[config.mk]
export PLATFORM = sky130hd
export DESIGN_NAME = prob_adjust_gen
export DESIGN_NICKNAME = d
export VERILOG_FILES = /design/src/rtl/prob_adjust_gen.sv
export SDC_FILE = /design/constraint.sdc
export NUM_CORES = 1
export LEC_CHECK = 0
export BUFFER_PORTS_ARGS = -buffer_cell sky130_fd_sc_hd__buf_2
export CAP_MARGIN = 20
export CORE_MARGIN = 1
export CORE_UTILIZATION = 53
export CTS_CLUSTER_SIZE = 24
export DETAILED_ROUTE_END_ITERATION = 8
export PLACE_DENSITY = 0.79
export RECOVER_POWER = 100
export SLEW_MARGIN = 20
export SYNTH_ARGS = -nofsm -noshare
export SYNTH_HDL_FRONTEND = slang
export SYNTH_SLANG_ARGS = --single-unit
[constraint.sdc]
create_clock -name in_clock -period 2.4 [get_ports in_clock]
set_clock_uncertainty 0.05 [all_clocks]
set_input_delay 0.48 -clock in_clock [delete_from_list [all_inputs] [get_ports in_clock]]
set_output_delay 0.48 -clock in_clock [all_outputs]
set_load 0.03 [all_outputs]
[src/rtl/prob_adjust_gen.sv]
// ============================================================================
// Module   : prob_adjust_gen
// Purpose  : LFSR-driven local/global move decision generator with a
//            valid/ready handshake and windowed statistics of local decisions.
//            Define PROB_ADJUST_ADAPT_EN for the adaptive threshold variant.
// Revision : 1.0  initial release
// ============================================================================
`default_nettype none

module prob_adjust_gen #(
    parameter int W        = 16,
    parameter int WIN_LOG2 = 6,
    parameter int STEP     = 1
) (
    input  logic                in_clock,
    input  logic                in_reset_n,
    input  logic                in_seed_load,
    input  logic [W-1:0]        in_seed,
    input  logic [W-1:0]        in_Pls,
    input  logic                in_enable,
    input  logic                in_ready,
`ifdef PROB_ADJUST_ADAPT_EN
    input  logic [WIN_LOG2:0]   in_target_count,
`endif
    output logic                out_valid,
    output logic                out_is_local,
    output logic                out_window_done,
    output logic [WIN_LOG2:0]   out_local_count,
    output logic [W-1:0]        out_threshold
);

    localparam logic [31:0] C_TAPS_ALL = (W == 8)  ? 32'h0000_00B8 :
                                         (W == 16) ? 32'h0000_B400 :
                                                     32'h8020_0003;
    localparam logic [W-1:0]        C_TAPS     = C_TAPS_ALL[W-1:0];
    localparam logic [W-1:0]        C_ONES     = '1;
    localparam logic [WIN_LOG2-1:0] C_WIN_LAST = '1;

    typedef enum logic [0:0] {
        S_IDLE = 1'b0,
        S_HOLD = 1'b1
    } state_t;

    state_t              r_state;
    state_t              w_state_next;
    logic                w_produce;
    logic                w_handshake;
    logic                w_win_end;
    logic [W-1:0]        r_lfsr;
    logic [W-1:0]        w_lfsr_next;
    logic [W-1:0]        w_seed_safe;
    logic [W-1:0]        r_thr;
    logic [W-1:0]        w_thr_next;
    logic                r_valid;
    logic                r_is_local;
    logic                r_window_done;
    logic [WIN_LOG2:0]   r_local_count;
    logic [WIN_LOG2-1:0] r_win_cnt;
    logic [WIN_LOG2:0]   r_loc_cnt;
    logic [WIN_LOG2:0]   w_loc_total;

    assign w_lfsr_next = (r_lfsr >> 1) ^ (r_lfsr[0] ? C_TAPS : '0);
    assign w_seed_safe = (in_seed == '0) ? C_ONES : in_seed;
    assign w_handshake = r_valid & in_ready & ~in_seed_load;
    assign w_loc_total = r_loc_cnt + (WIN_LOG2+1)'(r_is_local);
    assign w_win_end   = w_handshake && (r_win_cnt == C_WIN_LAST);

    always_comb begin
        w_state_next = r_state;
        w_produce    = 1'b0;
        case (r_state)
            S_IDLE: begin
                if (in_enable) begin
                    w_produce    = 1'b1;
                    w_state_next = S_HOLD;
                end
            end
            S_HOLD: begin
                if (in_ready) begin
                    if (in_enable) begin
                        w_produce = 1'b1;
                    end else begin
                        w_state_next = S_IDLE;
                    end
                end
            end
            default: w_state_next = S_IDLE;
        endcase
        // Soft restart discards any pending or newly requested decision.
        if (in_seed_load) begin
            w_produce    = 1'b0;
            w_state_next = S_IDLE;
        end
    end

`ifdef PROB_ADJUST_ADAPT_EN
    localparam logic [W:0] C_STEP_EXT = (W+1)'(STEP);
    logic [W:0] w_thr_up;
    assign w_thr_up = {1'b0, r_thr} + C_STEP_EXT;

    always_comb begin
        w_thr_next = r_thr;
        if (in_seed_load) begin
            w_thr_next = in_Pls;
        end else if (w_win_end) begin
            if (w_loc_total < in_target_count) begin
                w_thr_next = w_thr_up[W] ? C_ONES : w_thr_up[W-1:0];
            end else if (w_loc_total > in_target_count) begin
                w_thr_next = ({1'b0, r_thr} < C_STEP_EXT) ? '0 : r_thr - C_STEP_EXT[W-1:0];
            end
        end
    end
`else
    always_comb begin
        w_thr_next = in_Pls;
    end
`endif

    always_ff @(posedge in_clock or negedge in_reset_n) begin
        if (!in_reset_n) begin
            r_state <= S_IDLE;
        end else begin
            r_state <= w_state_next;
        end
    end

    always_ff @(posedge in_clock or negedge in_reset_n) begin
        if (!in_reset_n) begin
            r_lfsr        <= C_ONES;
            r_thr         <= '0;
            r_valid       <= 1'b0;
            r_is_local    <= 1'b0;
            r_window_done <= 1'b0;
            r_local_count <= '0;
            r_win_cnt     <= '0;
            r_loc_cnt     <= '0;
        end else begin
            r_thr   <= w_thr_next;
            r_valid <= (w_state_next == S_HOLD);
            if (in_seed_load) begin
                r_lfsr        <= w_seed_safe;
                r_window_done <= 1'b0;
                r_win_cnt     <= '0;
                r_loc_cnt     <= '0;
            end else begin
                r_window_done <= w_win_end;
                if (w_produce) begin
                    r_lfsr     <= w_lfsr_next;
                    r_is_local <= (w_lfsr_next < r_thr);
                end
                if (w_win_end) begin
                    r_local_count <= w_loc_total;
                    r_win_cnt     <= '0;
                    r_loc_cnt     <= '0;
                end else if (w_handshake) begin
                    r_win_cnt <= r_win_cnt + 1'b1;
                    r_loc_cnt <= w_loc_total;
                end
            end
        end
    end

    assign out_valid       = r_valid;
    assign out_is_local    = r_is_local;
    assign out_window_done = r_window_done;
    assign out_local_count = r_local_count;
    assign out_threshold   = r_thr;

endmodule

`default_nettype wire

# ---- Word-level counts from Yosys, hierarchy flattened
# Cells that the tools add are included.
dict set report totals {
  register_bits 55
  in_bits 37
  output_inout_bits 26
  elab_cells 41
}
dict set report classes {
  n_addsub 2
  n_lt_le_gt_ge 1
  eq_ne 1
  n_mux 18
  n_bitwise 5
  n_reduce_logical 6
}
# cell n
set ops {}
lappend ops {{$mux W16} 4}
lappend ops {{$mux W7} 3}
lappend ops {{$mux W6} 3}
lappend ops {{$logic_not A16 Y1} 1}
lappend ops {{$lt A16 B16 Y1} 1}
lappend ops {{$xor A15 B16 Y16} 1}
lappend ops {{$add A7 B1 Y7} 1}
lappend ops {{$add A6 B1 Y6 const B} 1}
lappend ops {{$eq A6 B6 Y1 const B} 1}
lappend ops {{$mux W1} 6}
lappend ops {{$pmux W1 S2} 2}
lappend ops {{$reduce_and A2 Y1} 2}
lappend ops {{$reduce_bool A3 Y1} 1}
lappend ops {{$and A1 B1 Y1} 2}
lappend ops {{$not A1 Y1} 2}
lappend ops {{$reduce_bool A2 Y1} 1}
lappend ops {{$logic_and A1 B1 Y1} 1}

# ---- Logic depth before layout (Yosys ltp)
dict set report depth {
  word_depth 6
  mapped_depth 6
}

# ---- Worst setup path before layout
# OpenSTA, ideal clock, no wires.
dict set report synth_timing {
  path_type {flip-flop to flip-flop}
  start {register r_lfsr[0]}
  end {register r_is_local, in the netlist out_is_local}
  arrival_time_ps 1672
  slack_ps 582
  path_stages_with_launch 7
  period_less_slack_ps 1818
  cell_sequence {dfstp_2 xor2_1 ha_1 a21oi_1 o21ai_0 or3_1 o31ai_1}
}
dict set report synth_via {
  elab_chain_cells 3
}
# element line_no
set synth_lines {}
lappend synth_lines {{from (decl)} 49} ;# logic [W-1:0] r_lfsr;
lappend synth_lines {{from (signal assigned)} 141} ;# r_lfsr <= w_seed_safe;
lappend synth_lines {{from (signal assigned)} 148} ;# r_lfsr <= w_lfsr_next;
lappend synth_lines {{$mux W16} 62} ;# assign w_lfsr_next = (r_lfsr >> 1) ^ (r_lfsr[0] ? C_TAPS : '0);
lappend synth_lines {{$xor A15 B16 Y16} 62}
lappend synth_lines {{$lt A16 B16 Y1} 149} ;# r_is_local <= (w_lfsr_next < r_thr);
lappend synth_lines {{to (signal assigned)} 149}
lappend synth_lines {{to (decl)} 55} ;# logic r_is_local;
# Every way passes these cells.
# A chain may end at the register's enable or synchronous reset.

# ---- Final worst setup path
# Ends and elaborated chain as after synthesis.

==> results.yml <==
sta:
  setup_viol: 0
  max_freq_ghz: 0.484
  tns_ns: 0
  hold_viol: 0
  slew_viol_final: 0
  finalCriticalPeriod_ns: 2.06
  fin_crit_sh_pct: 86.0
  rsz0062_at_grt: "false"
  tightest_slew_ns: 0.894
  slew_headroom_pct: 40.4
setup_path:
  worstPathRequired_ns: 2.54
  crit_fanout: 6
  crit_path_end_kind: "register"
  critical_path_arrival_ns: 2.20
  crit_type: "register to register"
  startpoint_type: "register"
synthesis:
  ys_warn_count: 0
  syn_avg_cell_area_sq_um: 11.7
  synth_cells: 231
  ys.flop_type: "dfrtp_1"
  ys_async_sr_fraction_pct: 100
  synth_edf_count: 0
  synth_cell_types: 35
  synth_seq_cells: 55
  ys_seq_area_share_pct: 51.6
  syn_area_sq_um: 2710
  synth_nets: 286
layout:
  utilization_pct: 65.1
  diodes: 0
  finalNetCount: 352
  final-seq-area_sq_um: 1400
  fillers: 405
  areaGrowthSynthToFinish_pct: 15.9
  drive_above_1_share_pct: 26.8
  multi_input_area_sq_um: 1170
clock_network:
  cts_made_buffers: 5
  clk_pin_slew_ns: 0.09
  cts_tree: "built"
  cts_setup_buffers: 0
  cts_hold_buf: 0
  clockBufferDepth: 2
  cts_root_buf: "clkbuf_8"
  clkLatencyLatePin_ns: 0.31
  htreeDepth: 2
  post_cts_resized: 0
  clock-sinks: 55
die:
  rows: 25
  die_area_sq_um: 5400
  core_sq_um: 4820
  die_h_microns: 73.5
  die_x_microns: 73.5
  pin_count: 63
  start_util_pct: 56.2
power:
  irDropWorstVdd_uv: 365
  internal_power_mw: 1.42
  power.leakage_nw: 1.48
  p_sw_share_pct: 27.1
  p_per_area_nw_per_um2: 620
  p_sw_mw: 0.527
  share_comb_of_total_power_pct: 17.2
  seqPwrFrac_pct: 53.6
  p_clk_share_pct: 29.3
drt:
  dr.first_iter.drc_count: 131
  drt-total-wl_microns: 5110
  postRouteAntennaNets: 0
  routedWlPerCell_microns: 14.0
  vias_per_cell: 5.49
  firstDrtPassIters: 4
  routed-via-count: 2003
  post-route-drc-count: 0
global_routing:
  grt_max_degree: 26
  antenna_found_initial: 0
  grt_pass1_vias: 1957
  gr-usage-all-layers_pct: 21.8
  grt_pass1_wl_microns: 8850
  grt-ovfl-total: 0
flow_run:
  cap_violations: 0
place:
  portBuffers: 62
  place_congestion: 0.894
  dp_hpwl_microns: 3890
status:
  status: "finished clean"
hold_path:
  hp-class: "primary input to asynchronous set/reset pin"
[final timing paths]
check | start | endpoint | slack [ns] | cells past startpoint
min reg2reg | out_local_count[4]$_DFFE_PN0P_ | out_local_count[4]$_DFFE_PN0P_ | 0.44 | 2
max in group asynchronous | in_reset_n | r_loc_cnt[5]$_DFFE_PN0P_ | 0.92 | 2
max | r_lfsr[0]$_DFFE_PN1P_ | out_is_local$_DFFE_PN0P_ | 0.34 | 6
min in group in_clock | in_Pls[1] | out_threshold[1]$_DFF_PN0_ | 0.21 | 1
max reg2reg | r_lfsr[0]$_DFFE_PN1P_ | out_is_local$_DFFE_PN0P_ | 0.34 | 6
min | in_reset_n | out_threshold[8]$_DFF_PN0_ | 0.19 | 1
[synth_stat cells, types with 3 or more instances]
cell type  number  area, sq um
nor4_1          4         25.0
dfrtp_1        39          976
and4_1          3         26.3
xor2_1          8         70.1
a21oi_1        11         55.1
buf_2           3         15.0
nand2_1        13         48.8
nand3_1         6         30.0
o21ai_0        14         70.1
mux2_2         17          191
inv_1          19         71.3
or3_1           3         18.8
nor2_1          7         26.3
dfstp_2        16          420
ha_1           18          225
a22o_1          6         52.6
xnor2_1         3         26.3
o22a_1         16          140
[final cells by class]
type,instances,area share (%)
Tap cell,67,2.67
Clock inverter,2,0.439
Sequential cell,55,44.5
Inverter,20,2.39
Multi-Input combinational cell,148,37.3
Timing Repair Buffer,67,9.69
Clock buffer,6,2.99
[sequential cells by signal, summed over array words and instances (netlist names)]
signal           flops
out_valid            1
out_window_done      1
r_lfsr              16
out_is_local         1
out_threshold       16
r_win_cnt            6
r_loc_cnt            7
out_local_count      7
[kinds of logic after synthesis]
logic type / synth area share (%)
XOR/XNOR: 3.56
multiplexers: 8.60
adder cells (fa/ha/maj): 8.32
buffers and inverters: 4.62
flip-flops: 51.6
AO/OA/AOI/OAI: 15.0
AND/OR/NAND/NOR: 8.36
[per-stage QoR]
step	power, mW	cell area [sq um]	cells	worst slack [ns]	hold WS, ns
after floorplan	1.28	2710	231	0.582	0.134
final	1.95	3140	365	0.336	0.190
after detailed placement	1.41	3090	357	0.348	0.360
after CTS	1.98	3200	365	0.312	0.0192
after global placement	1.40	3090	357	0.517	0.363
after global routing	2.05	3140	365	0.0868	0.195
[layer usage]
| layer | up-vias | part of all wire (%) | global-route usage, % |
|---|---|---|---|
| li1 | 964 | - | - |
| met1 | 975 | 44 | 28.2 |
| met2 | 55 | 50 | 36.6 |
| met3 | 9 | 3.7 | 4.12 |
| met4 | 0 | 1.7 | 7.91 |
| met5 | - | 0 | 0 |
[power by group through the flow]
stage | registers (mW) | clock network (mW) | logic [mW]
after global placement | 1.06 | 0 | 0.339
after detailed placement | 1.06 | 0 | 0.347
after CTS | 1.04 | 0.588 | 0.349
after floorplan | 1.09 | 0 | 0.192
after global routing | 1.05 | 0.617 | 0.378
final | 1.04 | 0.570 | 0.334
[cell usage in the layout, fill, tap and decap left out, drive strengths merged, types with 7 or more instances in the layout]
cell,instances
buf,37
inv,20
dfrtp,39
o22a,16
o21ai,15
dfstp,16
nor2,7
clkbuf,36
a21oi,11
mux2,20
ha,18
nand2,13
xor2,8
[worst max-delay path, cell delays in order, from the launching register on]
cell       delay, ns
dfstp_2         0.62
xor2_1          0.11
ha_1            0.30
and4_1          0.19
nand2_1         0.08
a2111oi_0       0.47
o31ai_1         0.13
No activity file was read; power rests on OpenSTA's default activity.
